$ cat src/rtl/vga_raster.sv
`default_nettype none
// ============================================================================
// Module   : vga_raster
// Purpose  : VGA raster counters, sync generation and registered pixel
//            compositor (ball > paddle > optional border > background).
//            Define VGA_BORDER_EN to draw an 8,8,8 frame on the active edge.
// Revision : 1.0
// ============================================================================
module vga_raster #(
  parameter int ACTIVE_COLS = 640,
  parameter int ACTIVE_ROWS = 480,
  parameter int H_FRONT     = 16,
  parameter int H_SYNC      = 96,
  parameter int H_BACK      = 48,
  parameter int V_FRONT     = 10,
  parameter int V_SYNC      = 2,
  parameter int V_BACK      = 33
) (
  input  logic                           clk,
  input  logic                           rst,
  output logic [$clog2(ACTIVE_ROWS)-1:0] row,
  output logic [$clog2(ACTIVE_COLS)-1:0] col,
  input  logic                           ball_present,
  input  logic                           paddle_present,
  output logic                           hsync,
  output logic                           vsync,
  output logic [3:0]                     vga_r,
  output logic [3:0]                     vga_g,
  output logic [3:0]                     vga_b,
  output logic                           frame_tick
);

  localparam int H_TOTAL = ACTIVE_COLS + H_FRONT + H_SYNC + H_BACK;
  localparam int V_TOTAL = ACTIVE_ROWS + V_FRONT + V_SYNC + V_BACK;
  localparam int HW      = $clog2(H_TOTAL);
  localparam int VW      = $clog2(V_TOTAL);
  localparam int RW      = $clog2(ACTIVE_ROWS);
  localparam int CW      = $clog2(ACTIVE_COLS);

  // Window ends carry one extra bit so an end equal to the total never wraps.
  localparam logic [HW-1:0] H_LAST   = HW'(H_TOTAL - 1);
  localparam logic [HW:0]   H_ACT    = (HW+1)'(ACTIVE_COLS);
  localparam logic [HW:0]   HS_START = (HW+1)'(ACTIVE_COLS + H_FRONT);
  localparam logic [HW:0]   HS_END   = (HW+1)'(ACTIVE_COLS + H_FRONT + H_SYNC);
  localparam logic [VW-1:0] V_LAST   = VW'(V_TOTAL - 1);
  localparam logic [VW:0]   V_ACT    = (VW+1)'(ACTIVE_ROWS);
  localparam logic [VW:0]   VS_START = (VW+1)'(ACTIVE_ROWS + V_FRONT);
  localparam logic [VW:0]   VS_END   = (VW+1)'(ACTIVE_ROWS + V_FRONT + V_SYNC);

  logic [HW-1:0] h_cnt;
  logic [VW-1:0] v_cnt;
  logic [HW:0]   h_ext;
  logic [VW:0]   v_ext;
  logic          active;
  logic          hs_win;
  logic          vs_win;
  logic [3:0]    pix_r;
  logic [3:0]    pix_g;
  logic [3:0]    pix_b;

  always_ff @(posedge clk) begin
    if (rst) begin
      h_cnt <= '0;
      v_cnt <= '0;
    end else if (h_cnt == H_LAST) begin
      h_cnt <= '0;
      v_cnt <= (v_cnt == V_LAST) ? '0 : v_cnt + VW'(1);
    end else begin
      h_cnt <= h_cnt + HW'(1);
    end
  end

  assign h_ext  = {1'b0, h_cnt};
  assign v_ext  = {1'b0, v_cnt};
  assign active = (h_ext < H_ACT) && (v_ext < V_ACT);
  assign hs_win = (h_ext >= HS_START) && (h_ext < HS_END);
  assign vs_win = (v_ext >= VS_START) && (v_ext < VS_END);

  assign row = active ? v_cnt[RW-1:0] : '0;
  assign col = active ? h_cnt[CW-1:0] : '0;

`ifdef VGA_BORDER_EN
  localparam logic [RW-1:0] R_LAST = RW'(ACTIVE_ROWS - 1);
  localparam logic [CW-1:0] C_LAST = CW'(ACTIVE_COLS - 1);
  logic border;
  assign border = (row == '0) || (row == R_LAST) || (col == '0) || (col == C_LAST);
`endif

  always_comb begin
    pix_r = 4'h0;
    pix_g = 4'h0;
    pix_b = 4'h0;
    if (active) begin
      if (ball_present) begin
        pix_r = 4'hF;
        pix_g = 4'hF;
        pix_b = 4'hF;
      end else if (paddle_present) begin
        pix_g = 4'hF;
`ifdef VGA_BORDER_EN
      end else if (border) begin
        pix_r = 4'h8;
        pix_g = 4'h8;
        pix_b = 4'h8;
`endif
      end
    end
  end

  // Single output stage keeps sync and colour aligned to the same counter value.
  always_ff @(posedge clk) begin
    if (rst) begin
      hsync      <= 1'b1;
      vsync      <= 1'b1;
      vga_r      <= 4'h0;
      vga_g      <= 4'h0;
      vga_b      <= 4'h0;
      frame_tick <= 1'b0;
    end else begin
      hsync      <= ~hs_win;
      vsync      <= ~vs_win;
      vga_r      <= pix_r;
      vga_g      <= pix_g;
      vga_b      <= pix_b;
      frame_tick <= (h_cnt == '0) && (v_cnt == '0);
    end
  end

endmodule
`default_nettype wire

$ cat config.mk
export PLATFORM = sky130hd
export DESIGN_NAME = vga_raster
export DESIGN_NICKNAME = d
export VERILOG_FILES = /design/src/rtl/vga_raster.sv
export SDC_FILE = /design/constraint.sdc
export NUM_CORES = 1
export LEC_CHECK = 0
export BUFFER_PORTS_ARGS = -buffer_cell sky130_fd_sc_hd__clkbuf_2
export CORE_ASPECT_RATIO = 1.2
export CORE_MARGIN = 5
export CORE_UTILIZATION = 56
export DETAILED_ROUTE_END_ITERATION = 8
export PLACE_DENSITY = 0.84
export SKIP_LAST_GASP = 1
export SYNTH_ARGS = -nofsm -noshare
export SYNTH_HDL_FRONTEND = slang
export SYNTH_SLANG_ARGS = --single-unit
$ cat constraint.sdc
create_clock -name clk -period 4.3 [get_ports clk]
set_input_delay 0.215 -clock clk [delete_from_list [all_inputs] [get_ports clk]]
set_output_delay 0.215 -clock clk [all_outputs]
set_load 0.03 [all_outputs]
==> results.tsv <==
metric	value	unit
outcome	finished clean	
CP peak stage delay	1.01	ns
DR pass1 iterations	4	
clk buf depth	2	
EDFF count, synth	0	
RR Startpoint	v_cnt[7]$_SDFFE_PP0N_	
Cell Count, Final, Fillers Out	228	
RR Endpoint	vga_g[2]$_SDFF_PP0_	
Filler Cell Count	232	
max-cap viol count	0	
largest net degree at the start of global routing	20	
worst-skew pair later-pin latency	0.32	ns
TritonCTS clock tree	built	
synth top area cells	dfxtp_1 34%, buf_4 5.6%, and2_1 5.5%, nor4_1 5.5%, xnor2_1 5.3%	
fraction of final layout cells sized beyond drive strength 1	24.62	%
Setup WS post-layout	1.450	ns
Hold WS	0.1396	ns
first-pass GRT wire length	5602	um
Buf/Inv on CP	1	
Post-Route Utilization	62.33	%
vias in the first global route	1229	
placed cells	224	
die area	3767	sq um
yosys warns	0	
core area	2527	sq um
Antenna diodes	0	
Cells after Synth	176	
Final period util	66.27	%
min cycle time layout	2.850	ns
post-synthesis area per instance	8.389	sq um
Avg WL per Cell	14.11	um
mapped cell area	1476	sq um
pre-CTS setup slack	1.805	ns
grt total ovfl	0	
nets	204	
row count	20	
DRT antenna net count	0	
DRT Wirelength	3217	um
clock sinks	25	
Critical Path Source	v_cnt[7]$_SDFFE_PP0N_	
H-tree Lvls	1	
Worst Hold Class	input port to flip-flop	
initial antenna violation count	0	
kind of end point of the critical path	output pin	
CTS buffer count	3	
cts repair resizes	0	
WS Path Type	flip-flop to output pin	
async set-reset flop share out of synthesis	0	%
RSZ-0062 raised after global routing	no	
CP endpoint	col[6]	
commonest cells in the netlist	25 x dfxtp_1, 13 x and2_1, 13 x nor2_1, 13 x nor4_1, 11 x buf_4	
hold_buf cts	0	
DR iter-0 viols	41	
most numerous cell in the Yosys netlist	dfxtp_1	
CP required	4.09	ns
cell family with most CP delay	simple AND/OR/NAND/NOR gates	
GRT Overall Usage	18.61	%
CP Launch Type	flip-flop	
Slew headroom	16.51	%
initial core utilization	58.42	%
setup_tns	0	ns
HPWL after DPL	2477	um
ys flop type	dfxtp_1	
Yosys top cell by area	dfxtp_1	
Post-Syn Nets	184	
Via Count	1253	
Synth cell types	41	
share of the synthesized area in the top cell type	33.90	%
post-DR vias/cell	5.496	
root buffer cell	clkbuf_4	
crit-path cells	and3_1 -> and2_1 -> nor3_1 -> and2_2 -> clkbuf_2	
Die Ht	66.25	um
Max Slew Vio Count	0	
Die X	56.87	um
Crit path depth	5	
# setup viols final	0	
fmax	350.9	MHz
slowest CP cell	nor3_1	
Fin. Hold Viols	0	
# DRC	0	
P&R area growth vs syn	6.695	%
Yosys reg bits	25	
LEAKAGE	0.6411	nW
post-CTS setup buffers	0	
# IOs	38	
sequential share of the synthesized area	33.90	%
flop-to-flop setup slack	2.10	ns
routability cong.	0.8961	
Power Density	249.3	nW/um^2
CP arrival	2.63	ns
FF-to-FF path depth	4	
measured slew at the worst slew-check pin	1.243	ns
final clock skew	0.005812	ns
peak fanout along the critical path	15	
Clock transition at path regs	0.13	ns
PortBufs	37	
peak supply drop	235.3	uV
power breakdown:
| part | switching [mW] | total [mW] | internal [mW] | leakage, nW |
|---|---|---|---|---|
| registers | 0.00504 | 0.241 | 0.236 | 0.203 |
| clock network | 0.0686 | 0.105 | 0.0363 | 0.0150 |
| logic | 0.0327 | 0.0466 | 0.0139 | 0.423 |
| total | 0.106 | 0.393 | 0.286 | 0.641 |
cells in the final DEF (no fill, tap or decap), types with 3 or more instances in the layout:
cell,synthesis,layout
clkbuf_2,2,37
and3_1,4,4
clkbuf_4,1,3
nor4_1,13,13
and2_1,13,13
nor2_1,13,13
o21ai_0,3,3
nor3_1,10,10
nand2_1,7,7
dfxtp_1,25,25
nand4_1,5,5
inv_1,7,7
ha_1,4,4
xnor2_1,9,9
nand3_1,10,10
a21oi_1,6,6
worst min-delay path by stage:
stage                     endpoint  cells past startpoint            from  slack [ns]
6_report       vga_g[2]$_SDFF_PP0_                      3  paddle_present        0.14
4_1_cts        vga_g[2]$_SDFF_PP0_                      3  paddle_present        0.13
2_1_floorplan  vga_b[2]$_SDFF_PP0_                      1    ball_present        0.37
3_3_place_gp   vga_g[2]$_SDFF_PP0_                      3  paddle_present        0.47
3_5_place_dp   vga_b[2]$_SDFF_PP0_                      2    ball_present        0.47
5_1_grt        vga_b[2]$_SDFF_PP0_                      2    ball_present        0.13
flip-flops by register name, indices dropped and copies added (netlist names):
signal	count
frame_tick	1
vga_b	1
vga_g	1
vsync	1
hsync	1
v_cnt	10
h_cnt	10
cell type report:
cell class	instances	area (sq um)	area share [%]
tap	33	41.29	2.621
inverter	7	26.28	1.668
timing repair buffer	37	185.2	11.76
sequential	25	500.5	31.77
clock buffer	4	26.28	1.668
multi-input combinational	122	795.8	50.52
layer usage:
layer / track usage (%) / part of all wire [%] / vias to the layer above
met3: 3.125 / 4.8 / 2
met5: 0 / 0 / -
met1: 20.73 / 41 / 574
li1: - / - / 644
met4: 5.507 / 0.84 / 0
met2: 35.69 / 54 / 33
worst register-to-register path: stages (launching register included):
cell	delay, ns
dfxtp_1	0.36
and3_1	0.22
and2_1	0.24
nor3_1	1.01
nor3b_1	0.29
logic make-up after synthesis:
kind of cell             after synthesis  synth area share [%]
multiplexers                           1                0.6780
XOR/XNOR                              11                 6.526
AO/OA/AOI/OAI                         11                 4.068
adder cells (fa/ha/maj)                4                 3.390
buffers and inverters                 29                 12.20
AND/OR/NAND/NOR                       95                 39.24
flip-flops                            25                 33.90
through the flow:
step           cell area, sq um  total power, mW
4_1_cts                    1575           0.3967
3_3_place_gp               1549           0.2923
2_1_floorplan              1476           0.2886
6_report                   1575           0.3927
3_5_place_dp               1549           0.2934
5_1_grt                    1575           0.4130
No activity file was read; power rests on OpenSTA's default activity.
